### src/rtl/alu_cmd_issuer.sv
// Handshaked command issuer for the gate-level ALU.
// Queues commands, holds ALU inputs for SETTLE cycles, returns captured results.
module alu_cmd_issuer #(
  parameter int WIDTH  = 8,
  parameter int DEPTH  = 4,
  parameter int SETTLE = 2
) (
  input  logic                     clk,
  input  logic                     rst,
  input  logic                     cmd_valid,
  output logic                     cmd_ready,
  input  logic [WIDTH-1:0]         cmd_a,
  input  logic [WIDTH-1:0]         cmd_b,
  input  logic                     cmd_cin,
  input  logic [3:0]               cmd_s,
  output logic [WIDTH-1:0]         alu_a,
  output logic [WIDTH-1:0]         alu_b,
  output logic                     alu_cin,
  output logic [3:0]               alu_s,
  input  logic [WIDTH-1:0]         alu_d,
  input  logic                     alu_z,
  input  logic                     alu_cout,
  output logic                     rsp_valid,
  input  logic                     rsp_ready,
  output logic [WIDTH-1:0]         rsp_d,
  output logic                     rsp_z,
  output logic                     rsp_cout,
  output logic [3:0]               rsp_s,
  output logic                     busy,
  output logic [$clog2(DEPTH):0]   fifo_count
);

  localparam int AW = $clog2(DEPTH);
  localparam int CW = $clog2(SETTLE + 1);

  typedef struct packed {
    logic [WIDTH-1:0] a;
    logic [WIDTH-1:0] b;
    logic             cin;
    logic [3:0]       s;
  } cmd_t;

  typedef enum logic [1:0] {
    ST_IDLE,
    ST_SETTLE,
    ST_HOLD
  } state_t;

  cmd_t          mem [DEPTH];
  cmd_t          head;
  logic [AW-1:0] wr_ptr;
  logic [AW-1:0] rd_ptr;
  logic [AW:0]   count;
  logic [CW-1:0] cnt;
  state_t        state;
  logic          push;
  logic          pop;

  assign cmd_ready  = (count != (AW+1)'(DEPTH));
  assign push       = cmd_valid && cmd_ready;
  assign pop        = (state == ST_IDLE) && (count != '0);
  assign head       = mem[rd_ptr];
  assign fifo_count = count;
  assign busy       = (state != ST_IDLE) || (count != '0);

  // Storage needs no reset: occupancy is tracked by count alone.
  always_ff @(posedge clk) begin
    if (push) begin
      mem[wr_ptr] <= '{a: cmd_a, b: cmd_b,
                       cin: cmd_cin, s: cmd_s};
    end
  end

  always_ff @(posedge clk or posedge rst) begin
    if (rst) begin
      wr_ptr <= '0;
      rd_ptr <= '0;
      count  <= '0;
    end else begin
      if (push) wr_ptr <= wr_ptr + 1'b1;
      if (pop)  rd_ptr <= rd_ptr + 1'b1;
      unique case ({push, pop})
        2'b10:   count <= count + 1'b1;
        2'b01:   count <= count - 1'b1;
        default: count <= count;
      endcase
    end
  end

  always_ff @(posedge clk or posedge rst) begin
    if (rst) begin
      state     <= ST_IDLE;
      cnt       <= '0;
      alu_a     <= '0;
      alu_b     <= '0;
      alu_cin   <= 1'b0;
      alu_s     <= '0;
      rsp_valid <= 1'b0;
      rsp_d     <= '0;
      rsp_z     <= 1'b0;
      rsp_cout  <= 1'b0;
      rsp_s     <= '0;
    end else begin
      unique case (state)
        ST_IDLE: begin
          if (pop) begin
            alu_a   <= head.a;
            alu_b   <= head.b;
            alu_cin <= head.cin;
            alu_s   <= head.s;
            cnt     <= CW'(SETTLE - 1);
            state   <= ST_SETTLE;
          end
        end
        ST_SETTLE: begin
          if (cnt != '0) begin
            cnt <= cnt - 1'b1;
          end else begin
            rsp_d     <= alu_d;
            rsp_z     <= alu_z;
            rsp_cout  <= alu_cout;
            rsp_s     <= alu_s;
            rsp_valid <= 1'b1;
            state     <= ST_HOLD;
          end
        end
        ST_HOLD: begin
          if (rsp_ready) begin
            rsp_valid <= 1'b0;
            state     <= ST_IDLE;
          end
        end
        default: state <= ST_IDLE;
      endcase
    end
  end

endmodule
### config.mk
export PLATFORM = sky130hd
export DESIGN_NAME = alu_cmd_issuer
export DESIGN_NICKNAME = d
export VERILOG_FILES = /design/src/rtl/alu_cmd_issuer.sv
export SDC_FILE = /design/constraint.sdc
export NUM_CORES = 1
export LEC_CHECK = 0
export CAP_MARGIN = 0
export CORE_MARGIN = 10
export CORE_UTILIZATION = 48
export CTS_CLUSTER_DIAMETER = 200
export CTS_CLUSTER_SIZE = 20
export DETAILED_ROUTE_END_ITERATION = 10
export PLACE_DENSITY = 0.75
export SKIP_CTS_REPAIR_TIMING = 1
export SLEW_MARGIN = 20
export SYNTH_ARGS = -nofsm -noshare
export SYNTH_HDL_FRONTEND = slang
export SYNTH_SLANG_ARGS = --single-unit
### constraint.sdc
create_clock -name clk -period 2 [get_ports clk]
set_input_delay 0.3 -clock clk [delete_from_list [all_inputs] [get_ports clk]]
set_output_delay 0.3 -clock clk [all_outputs]
set_load 0.05 [all_outputs]
==> results.txt, run 1 <==
- For the worst-skew pair, the clock arrives at the later sink with an insertion delay of 0.50 ns.
- Final setup skew: 0.00986 ns
* Nature of the critical path startpoint: flop
- Global-route wire length before repair: 15.1 mm
- Global routing consumed, over all layers together, 13.5% of the routing resources.
- Netlist cell types: 29
- Total leakage power: 2.89 nW
* Num CTS Buffers: 17
- Clock slew at reported path FFs: 0.06 ns
- After synthesis the cells add up to 5070 µm².
- Setup violations remaining at the end of the flow were counted as 0.
- TritonCTS built the clock tree.
- At the end of the flow the core is filled with cells to 66.3%.
- CTS saw 131 sinks.
- The pre-antenna-repair detailed-routing pass consisted of 4 iterations.
- Slew at the pin with the worst max-slew slack: 0.546 ns
* Residual DRC: 0
* Worst endpoint required time: 2.42 ns
- In the layout the commonest cells are edfxtp_1 (84), dfrtp_1 (43), clkdlybuf4s50_1 (38).
- At the end of routability-driven placement, the weighted congestion stood at 0.731.
- Number of storage elements in the synthesis netlist: 131
- Proportion of synthesized chip area in sequential cells: 72.9%
* DIE AREA: 15100 µm²
* Type of destination of the critical path: flop
* Summed area of non-filler cells in the final layout: 6840 µm²
* Type of the worst setup path: reg -> reg
- Reg2reg setup slack: 0.02 ns
* Count of maximum capacitance violations: 0
- In the routed layout, each cell is associated on average with a via count of 5.06.
- At the worst endpoint, the arrival time is 2.40 ns.
- The floorplan has 37 rows.
- After detailed routing, the average wire length per cell comes to 19.2 µm.
* Layout cell share with drive strength beyond 1: 30.5%
* Critical path peak fanout: 2
* Level count of the clock H-tree: 4
- The library cell used most frequently in the layout, excluding fill and tap cells, is edfxtp_1.
* Synth Area per Inst: 20.5 µm²
* Count of final max-slew check failures: 0
- In this run the power density over the cells is 1840 nW/µm².
- Static timing analysis puts the maximum clock frequency at 506 MHz.
- Outcome: finished clean
* Placed insts: 471
- Final instance count without filler cells: 503
- Via Count: 2545
- Net count after synthesis: 289
- The completed layout was analyzed and its total power is 0.0126 W.
- From bottom edge to top edge, the die measures 123 µm.
- Post-place instance area: 6180 µm²
- Worst R2R Path Depth: 9
* Detailed placer's ending HPWL: 6.18 mm
* Effective utilization at floorplan: 49.1%
- Port buffering added 75 buffers.
* Total Wirelength: 9.68 mm
- IR analysis of the VDD net gives a maximum drop of 0.000778 V.
* Final clock period utilization by the worst path: 98.9%
- The hold violation total from the final report was 0.
- In the synthesized netlist, the number of instances is 247.
* Antenna cells: 0
* Violation count after the first detailed-route iteration: 153
- Hold timing on the final database bottoms out at a slack of 0.116 ns.
- The clock passes through at most 2 buffers.
* Number of synthesis warnings: 0
* I/O Pins: 76
* Layout overhead on the synthesized area: 35.0%
- Entering global routing, the biggest net connects 27 pins.
- Relative slew slack: 63.5%
- DRT antenna net count: 0
* Area of the core: 10300 µm²
* Worst Hold Class: in -> async
* Time the worst path needs with I/O delays and setup: 1.98 ns
- After global routing the overflow that remains totals 0.
- Root Buffer: clkbuf_8
- Final net count: 396
* Antenna violations before repair: 0
- Unrepaired setup endpoints after global routing: true
- The number of global-route vias before repair came to 2798.
- Die Width: 123 µm
-- cells in the mapped netlist --
cell type / count / area share, %
buf_6: 5 / 1.1
buf_1: 1 / 0.074
or3b_1: 1 / 0.17
mux2_2: 9 / 2.0
inv_1: 10 / 0.74
mux2_1: 9 / 2.0
dfrtp_1: 47 / 23
nor3_1: 1 / 0.099
ha_1: 6 / 1.5
nor2_1: 4 / 0.30
fa_1: 1 / 0.39
xor2_1: 2 / 0.35
mux4_2: 21 / 9.3
inv_4: 1 / 0.12
a21oi_1: 4 / 0.39
and2_4: 1 / 0.17
buf_2: 2 / 0.20
or3b_4: 1 / 0.22
nand2_4: 1 / 0.22
or3_4: 1 / 0.22
nand3_1: 2 / 0.20
edfxtp_1: 84 / 50
and3_1: 4 / 0.49
mux2i_1: 1 / 0.20
xnor2_1: 4 / 0.69
o22ai_1: 1 / 0.12
o31ai_1: 1 / 0.15
nand2_1: 4 / 0.30
mux2_4: 18 / 5.3
-- per-layer routing --
| layer | wire [µm] | track usage [%] |
|---|---|---|
| met5 | 0 | 0 |
| met4 | 80 | 5.96 |
| met3 | 619 | 5.14 |
| met2 | 5090 | 23.2 |
| met1 | 3890 | 14.5 |
-- report_power, final --
group / switching (W) / internal (W) / total [W]
Combinational: 0.00303 / 0.00246 / 0.00549
Sequential: 0.000392 / 0.00380 / 0.00419
Clock: 0.00103 / 0.00186 / 0.00290
Total: 0.00446 / 0.00812 / 0.0126
-- cells by family (layout without fill, tap and decap cells) --
group	Yosys count	count (layout)	synth area share, %
mux	58	58	18.9
compound gates	6	6	0.666
simple gates	20	20	2.39
flops	131	131	72.9
buf+inv	19	139	2.25
xor+xnor	6	6	1.04
fa+ha+maj	7	7	1.88
-- state kept, by name, summed over array words and instances (netlist names) --
register / flops
rsp_z: 1
alu_b: 8
cnt: 2
rd_ptr: 2
rsp_cout: 1
alu_s: 4
wr_ptr: 2
rsp_d: 8
alu_cin: 1
mem: 84
alu_a: 8
state: 2
rsp_valid: 1
rsp_s: 4
fifo_count: 3
-- critical path, cell delays in order (launching register included) --
cell and delay [ns]:
dfrtp_2 0.39, or3b_4 0.40, and2_4 0.16, inv_4 0.05, ha_4 0.13, inv_2 0.03, fa_2 0.32, xor2_1 0.14
nor2_1 0.11, xor2_1 0.15
-- final timing paths --
kind,from,to
min,rst,rsp_d[7]
min reg2reg,rsp_d[0],rsp_d[0]
max in group asynchronous,rst,rd_ptr[0]
max reg2reg,fifo_count[0],fifo_count[2]
min in group clk,alu_d[0],rsp_d[0]
max,fifo_count[0],fifo_count[2]
-- per-stage QoR --
step	setup WS, ns	TNS, ns
after global routing	-0.0995	-0.0995
after detailed placement	-0.0125	-0.0125
after CTS	-0.125	-0.764
after floorplan	-0.275	-0.423
final	0.0223	0
after global placement	0.0427	0
-- cell type report --
type                       instances  area, µm²
multi-input combinational         97       1270
timing repair buffer              96       1080
clock inverter                     9        105
fill                             698       3480
tap                              136        170
inverter                          11       46.3
sequential                       131       3700
clock buffer                      23        467
Power figures use the tool's default switching activity.
==> inputs of run 2 (changes only) <==
Settings changed: CTS_CLUSTER_DIAMETER 200 to default.
==> results of run 2 <==
Same layout as run 1: the final DEF is identical, and so are final timing and power.
==> inputs of run 3 (changes only) <==
Settings changed: ABC_CLOCK_PERIOD_IN_PS from default to 2000, CTS_CLUSTER_SIZE 20 to 40.
==> results of run 3 <==
Same layout as run 1: the final DEF is identical, and so are final timing and power.
